### config.mk
export PLATFORM = sky130hd
export DESIGN_NAME = uart_response_arbiter_flat
export DESIGN_NICKNAME = d
export VERILOG_FILES = /design/src/rtl/uart_response_arbiter_if.sv /design/src/rtl/uart_response_arbiter.sv /design/src/flat_wrapper.sv
export SDC_FILE = /design/constraint.sdc
export NUM_CORES = 1
export LEC_CHECK = 0
export BUFFER_PORTS_ARGS = -buffer_cell sky130_fd_sc_hd__buf_2
export CAP_MARGIN = 20
export CORE_MARGIN = 2
export CORE_UTILIZATION = 57
export DETAILED_ROUTE_END_ITERATION = 8
export GPL_TIMING_DRIVEN = 0
export PLACE_DENSITY = 0.95
export RECOVER_POWER = 25
export SLEW_MARGIN = 20
export SYNTH_ARGS = -nofsm -noshare
export SYNTH_HDL_FRONTEND = slang
export SYNTH_SLANG_ARGS = --single-unit
### constraint.sdc
create_clock -name clk -period 5.8 [get_ports clk]
set_clock_uncertainty 0.15 [all_clocks]
set_input_delay 0 -clock clk [delete_from_list [all_inputs] [get_ports clk]]
set_output_delay 0 -clock clk [all_outputs]
set_load 0.02 [all_outputs]
### src/rtl/uart_response_arbiter_if.sv
`default_nettype none
// ============================================================================
// uart_response_arbiter_if : ASC/STL response streams, UART TX stream, status
// Revision: 1.0
// ============================================================================
interface uart_response_arbiter_if;
  logic       asc_valid;
  logic       asc_ready;
  logic [7:0] asc_data;
  logic       asc_last;
  logic       stl_valid;
  logic       stl_ready;
  logic [7:0] stl_data;
  logic       stl_last;
  logic       tx_valid;
  logic       tx_ready;
  logic [7:0] tx_data;
  logic [1:0] grant;
  logic       timeout_pulse;

  // Environment side: response producers plus the UART transmitter.
  modport master (
    output asc_valid, asc_data, asc_last,
    output stl_valid, stl_data, stl_last,
    output tx_ready,
    input  asc_ready, stl_ready,
    input  tx_valid, tx_data,
    input  grant, timeout_pulse
  );

  // Arbiter side.
  modport slave (
    input  asc_valid, asc_data, asc_last,
    input  stl_valid, stl_data, stl_last,
    input  tx_ready,
    output asc_ready, stl_ready,
    output tx_valid, tx_data,
    output grant, timeout_pulse
  );
endinterface
`default_nettype wire

### src/rtl/uart_response_arbiter.sv
`default_nettype none
// ============================================================================
// uart_response_arbiter : packet-granular round-robin ASC/STL -> UART TX mux
// Optional tag prefix per packet when ARB_PREFIX_EN is defined.
// Revision: 1.0
// ============================================================================
module uart_response_arbiter #(
  parameter int unsigned TIMEOUT_CYCLES = 100_000,
  parameter logic [7:0]  ASC_TAG        = 8'h61,
  parameter logic [7:0]  STL_TAG        = 8'h73
) (
  input wire clk,
  input wire n_reset,
  uart_response_arbiter_if.slave bus
);

  localparam int unsigned CNT_W = $clog2(TIMEOUT_CYCLES + 1);
  localparam logic [CNT_W-1:0] c_tmo_last = CNT_W'(TIMEOUT_CYCLES - 1);
  localparam logic [CNT_W-1:0] c_cnt_one  = CNT_W'(1);

  typedef enum logic [1:0] {
    S_IDLE   = 2'd0,
    S_PREFIX = 2'd1,
    S_STREAM = 2'd2
  } state_t;

`ifdef ARB_PREFIX_EN
  localparam state_t c_grant_state = S_PREFIX;
`else
  localparam state_t c_grant_state = S_STREAM;
`endif

  state_t           state_q, state_d;
  logic [1:0]       grant_q, grant_d;
  logic             rr_q, rr_d;       // 0: ASC wins a tie, 1: STL wins a tie
  logic [CNT_W-1:0] cnt_q, cnt_d;
  logic             pulse_q, pulse_d;
  logic [7:0]       hold_q, hold_d;

  logic       w_sel_valid;
  logic [7:0] w_sel_data;
  logic       w_sel_last;
  logic       w_pick_stl;
  logic       w_tx_valid;
  logic [7:0] w_tx_data;
  logic       w_asc_ready;
  logic       w_stl_ready;

  assign w_sel_valid = (grant_q[0] & bus.asc_valid) | (grant_q[1] & bus.stl_valid);
  assign w_sel_data  = grant_q[1] ? bus.stl_data : bus.asc_data;
  assign w_sel_last  = grant_q[1] ? bus.stl_last : bus.asc_last;
  assign w_pick_stl  = (bus.asc_valid & bus.stl_valid) ? rr_q : bus.stl_valid;

  always_ff @(posedge clk) begin
    if (!n_reset) begin
      state_q <= S_IDLE;
      grant_q <= 2'b00;
      rr_q    <= 1'b0;
      cnt_q   <= '0;
      pulse_q <= 1'b0;
      hold_q  <= 8'h00;
    end else begin
      state_q <= state_d;
      grant_q <= grant_d;
      rr_q    <= rr_d;
      cnt_q   <= cnt_d;
      pulse_q <= pulse_d;
      hold_q  <= hold_d;
    end
  end

  always_comb begin
    state_d     = state_q;
    grant_d     = grant_q;
    rr_d        = rr_q;
    cnt_d       = cnt_q;
    pulse_d     = 1'b0;
    w_tx_valid  = 1'b0;
    w_tx_data   = hold_q;
    w_asc_ready = 1'b0;
    w_stl_ready = 1'b0;

    case (state_q)
      S_IDLE: begin
        cnt_d = '0;
        if (bus.asc_valid || bus.stl_valid) begin
          // The pointer always moves past whoever was just served.
          grant_d = w_pick_stl ? 2'b10 : 2'b01;
          rr_d    = ~w_pick_stl;
          state_d = c_grant_state;
        end
      end

      S_PREFIX: begin
        w_tx_valid = 1'b1;
        w_tx_data  = grant_q[1] ? STL_TAG : ASC_TAG;
        if (bus.tx_ready) begin
          state_d = S_STREAM;
          cnt_d   = '0;
        end
      end

      S_STREAM: begin
        w_tx_valid  = w_sel_valid;
        w_tx_data   = w_sel_valid ? w_sel_data : hold_q;
        w_asc_ready = grant_q[0] & bus.tx_ready;
        w_stl_ready = grant_q[1] & bus.tx_ready;
        if (w_sel_valid && bus.tx_ready) begin
          cnt_d = '0;
          if (w_sel_last) begin
            state_d = S_IDLE;
            grant_d = 2'b00;
          end
        end else if (!w_sel_valid) begin
          // Only source silence counts; a stalled transmitter never does.
          if (cnt_q >= c_tmo_last) begin
            state_d = S_IDLE;
            grant_d = 2'b00;
            pulse_d = 1'b1;
            cnt_d   = '0;
          end else begin
            cnt_d = cnt_q + c_cnt_one;
          end
        end
      end

      default: begin
        state_d = S_IDLE;
        grant_d = 2'b00;
        cnt_d   = '0;
      end
    endcase

    hold_d = w_tx_valid ? w_tx_data : hold_q;
  end

  assign bus.tx_valid      = w_tx_valid;
  assign bus.tx_data       = w_tx_data;
  assign bus.asc_ready     = w_asc_ready;
  assign bus.stl_ready     = w_stl_ready;
  assign bus.grant         = grant_q;
  assign bus.timeout_pulse = pulse_q;

endmodule
`default_nettype wire
### src/flat_wrapper.sv
// flat-port wrapper written by rule: the top's interface ports become plain ports
module uart_response_arbiter_flat 
#(
  parameter int unsigned TIMEOUT_CYCLES = 100_000,
  parameter logic [7:0]  ASC_TAG        = 8'h61,
  parameter logic [7:0]  STL_TAG        = 8'h73
)
  (clk, n_reset, bus_asc_valid, bus_asc_data, bus_asc_last, bus_stl_valid, bus_stl_data, bus_stl_last, bus_tx_ready, bus_asc_ready, bus_stl_ready, bus_tx_valid, bus_tx_data, bus_grant, bus_timeout_pulse);
  uart_response_arbiter_if bus_i ();
  input wire clk;
  input wire n_reset;
  input wire logic [$bits(bus_i.asc_valid)-1:0] bus_asc_valid;
  input wire logic [$bits(bus_i.asc_data)-1:0] bus_asc_data;
  input wire logic [$bits(bus_i.asc_last)-1:0] bus_asc_last;
  input wire logic [$bits(bus_i.stl_valid)-1:0] bus_stl_valid;
  input wire logic [$bits(bus_i.stl_data)-1:0] bus_stl_data;
  input wire logic [$bits(bus_i.stl_last)-1:0] bus_stl_last;
  input wire logic [$bits(bus_i.tx_ready)-1:0] bus_tx_ready;
  output wire logic [$bits(bus_i.asc_ready)-1:0] bus_asc_ready;
  output wire logic [$bits(bus_i.stl_ready)-1:0] bus_stl_ready;
  output wire logic [$bits(bus_i.tx_valid)-1:0] bus_tx_valid;
  output wire logic [$bits(bus_i.tx_data)-1:0] bus_tx_data;
  output wire logic [$bits(bus_i.grant)-1:0] bus_grant;
  output wire logic [$bits(bus_i.timeout_pulse)-1:0] bus_timeout_pulse;
  assign bus_i.asc_valid = bus_asc_valid;
  assign bus_i.asc_data = bus_asc_data;
  assign bus_i.asc_last = bus_asc_last;
  assign bus_i.stl_valid = bus_stl_valid;
  assign bus_i.stl_data = bus_stl_data;
  assign bus_i.stl_last = bus_stl_last;
  assign bus_i.tx_ready = bus_tx_ready;
  assign bus_asc_ready = bus_i.asc_ready;
  assign bus_stl_ready = bus_i.stl_ready;
  assign bus_tx_valid = bus_i.tx_valid;
  assign bus_tx_data = bus_i.tx_data;
  assign bus_grant = bus_i.grant;
  assign bus_timeout_pulse = bus_i.timeout_pulse;
  uart_response_arbiter #(.TIMEOUT_CYCLES(TIMEOUT_CYCLES), .ASC_TAG(ASC_TAG), .STL_TAG(STL_TAG)) u_core (.clk(clk), .n_reset(n_reset), .bus(bus_i));
endmodule
After elaboration in Yosys (flattened, before gate mapping):

Cells that the tools add are included.

* bitwise gates (word level): 10
* reduce and logical (&&, ||, !) cells: 8
* equal/unequal tests: 7
* mux-type cells: 25
* $add $sub $neg: 1
* magnitude comparators: 1

Operators by type and width (number)
* 2-to-1 mux 17 bit: 4
* one-hot mux 17 bit (2 select lines): 1
* adder 17 x 1 -> 17 bit (second input constant): 1
* >= comparator 17 bit (second input constant): 1
* 2-to-1 mux 2 bit: 8
* 2-to-1 mux 8 bit: 2
* one-hot mux 8 bit (2 select lines): 1
* one-hot mux 2 bit (3 select lines): 2
* AND reduction 5 bit: 2
* bitwise AND 1 bit: 5
* 2-to-1 mux 1 bit: 5
* 2-to-1 mux 5 bit: 1
* inverter 1 bit: 4
* AND reduction 2 bit: 2
* OR reduction 4 bit: 1
* inequality test 3 x 1 -> 1 bit (second input constant): 1
* inequality test 3 x 2 -> 1 bit (second input constant): 1
* inequality test 3 bit (second input constant): 1
* == test 2 x 1 -> 1 bit (second input constant): 1
* == test 2 bit (second input constant): 1
* zero test 2 bit: 1
* inequality test 2 x 1 -> 1 bit (second input constant): 1
* inequality test 2 bit (second input constant): 1
* one-hot mux 1 bit (2 select lines): 1
* 3 further kinds: 3

* output and inout bits: 14
* bits of input ports: 23
* register bits after elaboration: 31
* word-level logic and storage cells: 58

Depth between registers and ports, before layout:

* word-level depth: 5
* depth in mapped cells: 7
* depth with buffers taken out: 6

Least setup slack after synthesis:

Ideal clock, no wire load.

* path kind: register to register
* start point: register u_core.grant_q[1], in the netlist u_core.bus.grant[1]
* end point: register u_core.hold_q[5]
* cell stages (with the launch flop): 6
* setup slack: 3.737 ns
* setup time: 0.061 ns
* period minus slack after synthesis: 2.063 ns
* arrival: 1.852 ns
* required time: 5.589 ns
* path buffers: 1
* cell sequence: dfxtp_1 a22o_1 nand2_1 clkbuf_1 o21ai_0 and2_1

* word-level cells in the longest chain between the ends: 4
* elaborated cells on any way between the ends: 6
* classes of those cells: mux: 4; bitwise: 2

Ends and longest elaborated chain
* start: declaration: line uart_response_arbiter.sv:34 `logic [1:0] grant_q, grant_d;`
* start signal: assignment: line uart_response_arbiter.sv:64 `grant_q <= grant_d;`
* bitwise AND 1 bit: line uart_response_arbiter.sv:49 `assign w_sel_valid = (grant_q[0] & bus.asc_valid) | (grant_q[1] & bus.stl_valid);`
* bitwise OR 1 bit: line uart_response_arbiter.sv:49
* 2-to-1 mux 8 bit *: line uart_response_arbiter.sv:105 `w_tx_data = w_sel_valid ? w_sel_data : hold_q;`
* one-hot mux 8 bit (2 select lines) *: line uart_response_arbiter.sv:83 `case (state_q)`
* via bus_tx_data[5]: line flat_wrapper.sv:22 `output wire logic [$bits(bus_i.tx_data)-1:0] bus_tx_data;`
* end signal: assignment: line uart_response_arbiter.sv:68 `hold_q <= hold_d;`
* end: declaration: line uart_response_arbiter.sv:38 `logic [7:0] hold_q, hold_d;`

The timed path passes the listed nets; every way through them passes the cells marked *.
A chain may end at the register's enable or synchronous reset.

Worst setup path after layout:

* start point: register u_core.grant_q[1], in the netlist u_core.bus.grant[1]
* end point: output port bus_tx_data[0]

* word-level cells in the longest chain between the ends: 4
* elaborated cells on any way between the ends: 5
* classes of those cells: mux: 3; bitwise: 2

Ends and longest elaborated chain (line)
* bitwise AND 1 bit: uart_response_arbiter.sv:49
* bitwise OR 1 bit: uart_response_arbiter.sv:49
* 2-to-1 mux 8 bit *: uart_response_arbiter.sv:105
* one-hot mux 8 bit (2 select lines) *: uart_response_arbiter.sv:83
* end: declaration: flat_wrapper.sv:22

Mark *: on every way between the ends. The rest lies on a longest branch, timed or not.

==> flow_summary.json <==
{
  "synth_ff_type": "dfxtp_1",
  "yosysWarnings": 0,
  "cap_viol_max_count": 0,
  "coreArea_um2": 2690,
  "finalPower_w": 0.000440,
  "ctsRootBufferMaster": "clkbuf_4",
  "ir_drop_v": 0.000205,
  "post_cts_buffers": 0,
  "synth_seq_area_share": 0.380,
  "synth_compound_area_frac": 0.152,
  "synth_cells": 178,
  "finalHoldViolCount": 0,
  "drc_errors": 0,
  "postLayoutCoreUtil": 0.747,
  "crit_path_max_fanout": 10,
  "startpoint_type": "flip-flop",
  "fin_crit_sh": 0.459,
  "via_count": 1575,
  "ant_nets": 0,
  "final_common_cell": "buf_2",
  "synth_fa_ha_area_frac": 0.00792,
  "hpwl_um": 2330,
  "final_nets": 262,
  "fmax_mhz": 376,
  "start_util": 0.588,
  "dpl.cell_count": 245,
  "syn_area_um2": 1580,
  "final_cell_mix": "buf_2, dfxtp_1, nand2_1, dlygate4sd3_1",
  "synth_cell_types": 44,
  "muxShareOfSynthArea": 0.0641,
  "antenna_cells": 0,
  "port_buffers": 36,
  "htreeDepth": 2,
  "drive_gt1_frac": 0.251,
  "fin_ws_ns": 3.14,
  "synth_nets": 202,
  "synth-edff-count": 0,
  "tns_ns": 0,
  "clk_pin_slew_ns": 0.10,
  "drt_iter0_markers": 74,
  "clk_latency_ns": 0.34,
  "ff2ff_setup_slack_ns": 3.23,
  "avgSynthCellArea_um2": 8.88,
  "synth-simple-area-share": 0.294,
  "grt_max_degree": 11,
  "grt_pass1_wl_um": 6680,
  "routed_wirelength_um": 4050,
  "status": "completed",
  "die_area_um2": 3210,
  "grt_pass1_vias": 1462,
  "viasPerCell": 5.83,
  "cts_tree": "built",
  "synth_top_family_by_area": "simple AND/OR/NAND/NOR gates",
  "stdcell_count": 270,
  "clock_path_buffers": 2,
  "slew_headroom": 0.572,
  "hp-class": "in -> reg",
  "worst_pin_slew_ns": 0.642,
  "worstPathRequired_ns": 5.65,
  "finalSetupViolCount": 0,
  "slew_viol_final": 0,
  "synthToLayoutAreaGrowth_pct": 26.9,
  "io_pins": 37,
  "die_h_um": 56.7,
  "synth-seq-cells": 30,
  "synth-async-reset-ratio": 0,
  "p_leak_nw": 0.784,
  "dieWidth_um": 56.7,
  "cp-end-kind": "output pin",
  "row_count": 19,
  "timing.final.crit_period_ns": 2.66,
  "gr-total-overflow": 0,
  "synth-xor-area-share": 0.0665,
  "gp_congestion": 0.798,
  "rsz0062_at_grt": "no",
  "num-fill-cells": 196,
  "numCtsBuffers": 5,
  "wl_per_cell_um": 15.0,
  "powerDensity_nw_per_um2": 219,
  "cts.sinks": 30,
  "antenna_found_initial": 0,
  "critPathKind": "reg -> out",
  "grt.total_usage": 0.275,
  "cp_data_arrival_time_ns": 2.51,
  "post-place-ws_ns": 3.73,
  "dr.pass1.iters": 5
}
## where the power goes
| part | total, W | switching (W) | internal [W] |
|---|---|---|---|
| registers | 0.000219 | 0.00000578 | 0.000213 |
| clock network | 0.000131 | 0.0000724 | 0.0000586 |
| logic | 0.0000899 | 0.0000515 | 0.0000384 |
## stage by stage
step / hold slack, ns / cell area, um2
after global placement: 0.137 / 1800
after floorplan: -0.0313 / 1580
after detailed placement: 0.139 / 1800
after CTS: 0.0000812 / 2030
after global routing: 0.0264 / 2010
final: 0.00674 / 2010
## metal layers
metal,wire [um],GRT usage,vias to the layer above,share of wire
li1,-,-,753,-
met1,1590,0.302,745,0.39
met2,2080,0.460,55,0.51
met3,173,0.0599,22,0.043
met4,205,0.204,0,0.051
met5,0,0,-,0
## final cells by class
class	instances	area [um2]	area share
Buffer	6	37.5	0.0187
Inverter	5	18.8	0.00936
Multi-Input combinational cell	137	905	0.451
Clock buffer	7	55.1	0.0274
Sequential cell	30	601	0.299
Clock inverter	1	5.00	0.00250
Tap cell	31	38.8	0.0193
Timing Repair Buffer	53	345	0.172
## sequential cells by signal, summed over array words and instances, names as in the netlist
signal,count
u_core.bus.grant,2
u_core.bus.timeout_pulse,1
u_core.hold_q,8
u_core.rr_q,1
u_core.cnt_q,17
u_core.state_q,1
## Yosys cell counts, drive strengths merged (2+ instances only)
library cell,instances,area [um2]
o21a,2,15.0
and2,8,50.1
mux2i,9,90.1
nand2b,2,12.5
xnor2,6,52.6
clkbuf,3,11.3
nand3,9,45.0
and3,4,26.3
nor3,7,35.0
nand2,19,71.3
dfxtp,30,601
a21oi,2,10.0
nor2,22,113
o211ai,4,35.0
o21ai,12,63.8
nor4,2,27.5
a22oi,2,20.0
buf,3,26.3
xor2,6,52.6
a31oi,5,46.3
inv,5,18.8
nand4,3,33.8
## worst paths after layout
check,start,to,depth (start not counted)
setup / recovery,u_core.bus.grant[1]$_SDFFE_PN0P_,bus_tx_data[0],5
hold / removal,bus_stl_data[4],u_core.hold_q[4]$_SDFFE_PN0P_,4
setup reg to reg,u_core.cnt_q[0]$_SDFFE_PN0N_,u_core.cnt_q[5]$_SDFFE_PN0N_,7
hold reg to reg,u_core.cnt_q[16]$_SDFFE_PN0N_,u_core.cnt_q[16]$_SDFFE_PN0N_,2
## cell families (layout without fill, tap and decap cells)
kind of cell               count (synthesis)  in the layout
muxes                                     10             10
xor gates and xnor gates                  12             12
adders and majority gates                  1              1
DFF                                       30             30
AOI/OAI and AO/OA                         33             33
and+or+nand+nor                           81             81
buffers and inverters                     11             72
## critical path, cell delays in order (launching register included)
cell	delay [ns]
dfxtp_1	0.45
clkbuf_1	0.53
mux2i_1	0.18
dlygate4sd3_1	0.61
o21ai_0	0.20
buf_2	0.20
## timing repair
item | 4_1_cts | 5_1_grt
hold endpoints to repair | 19 | 0
hold buffers | 17 | 0
gates resized for setup | 0 | 0
Power figures use the tool's default switching activity.
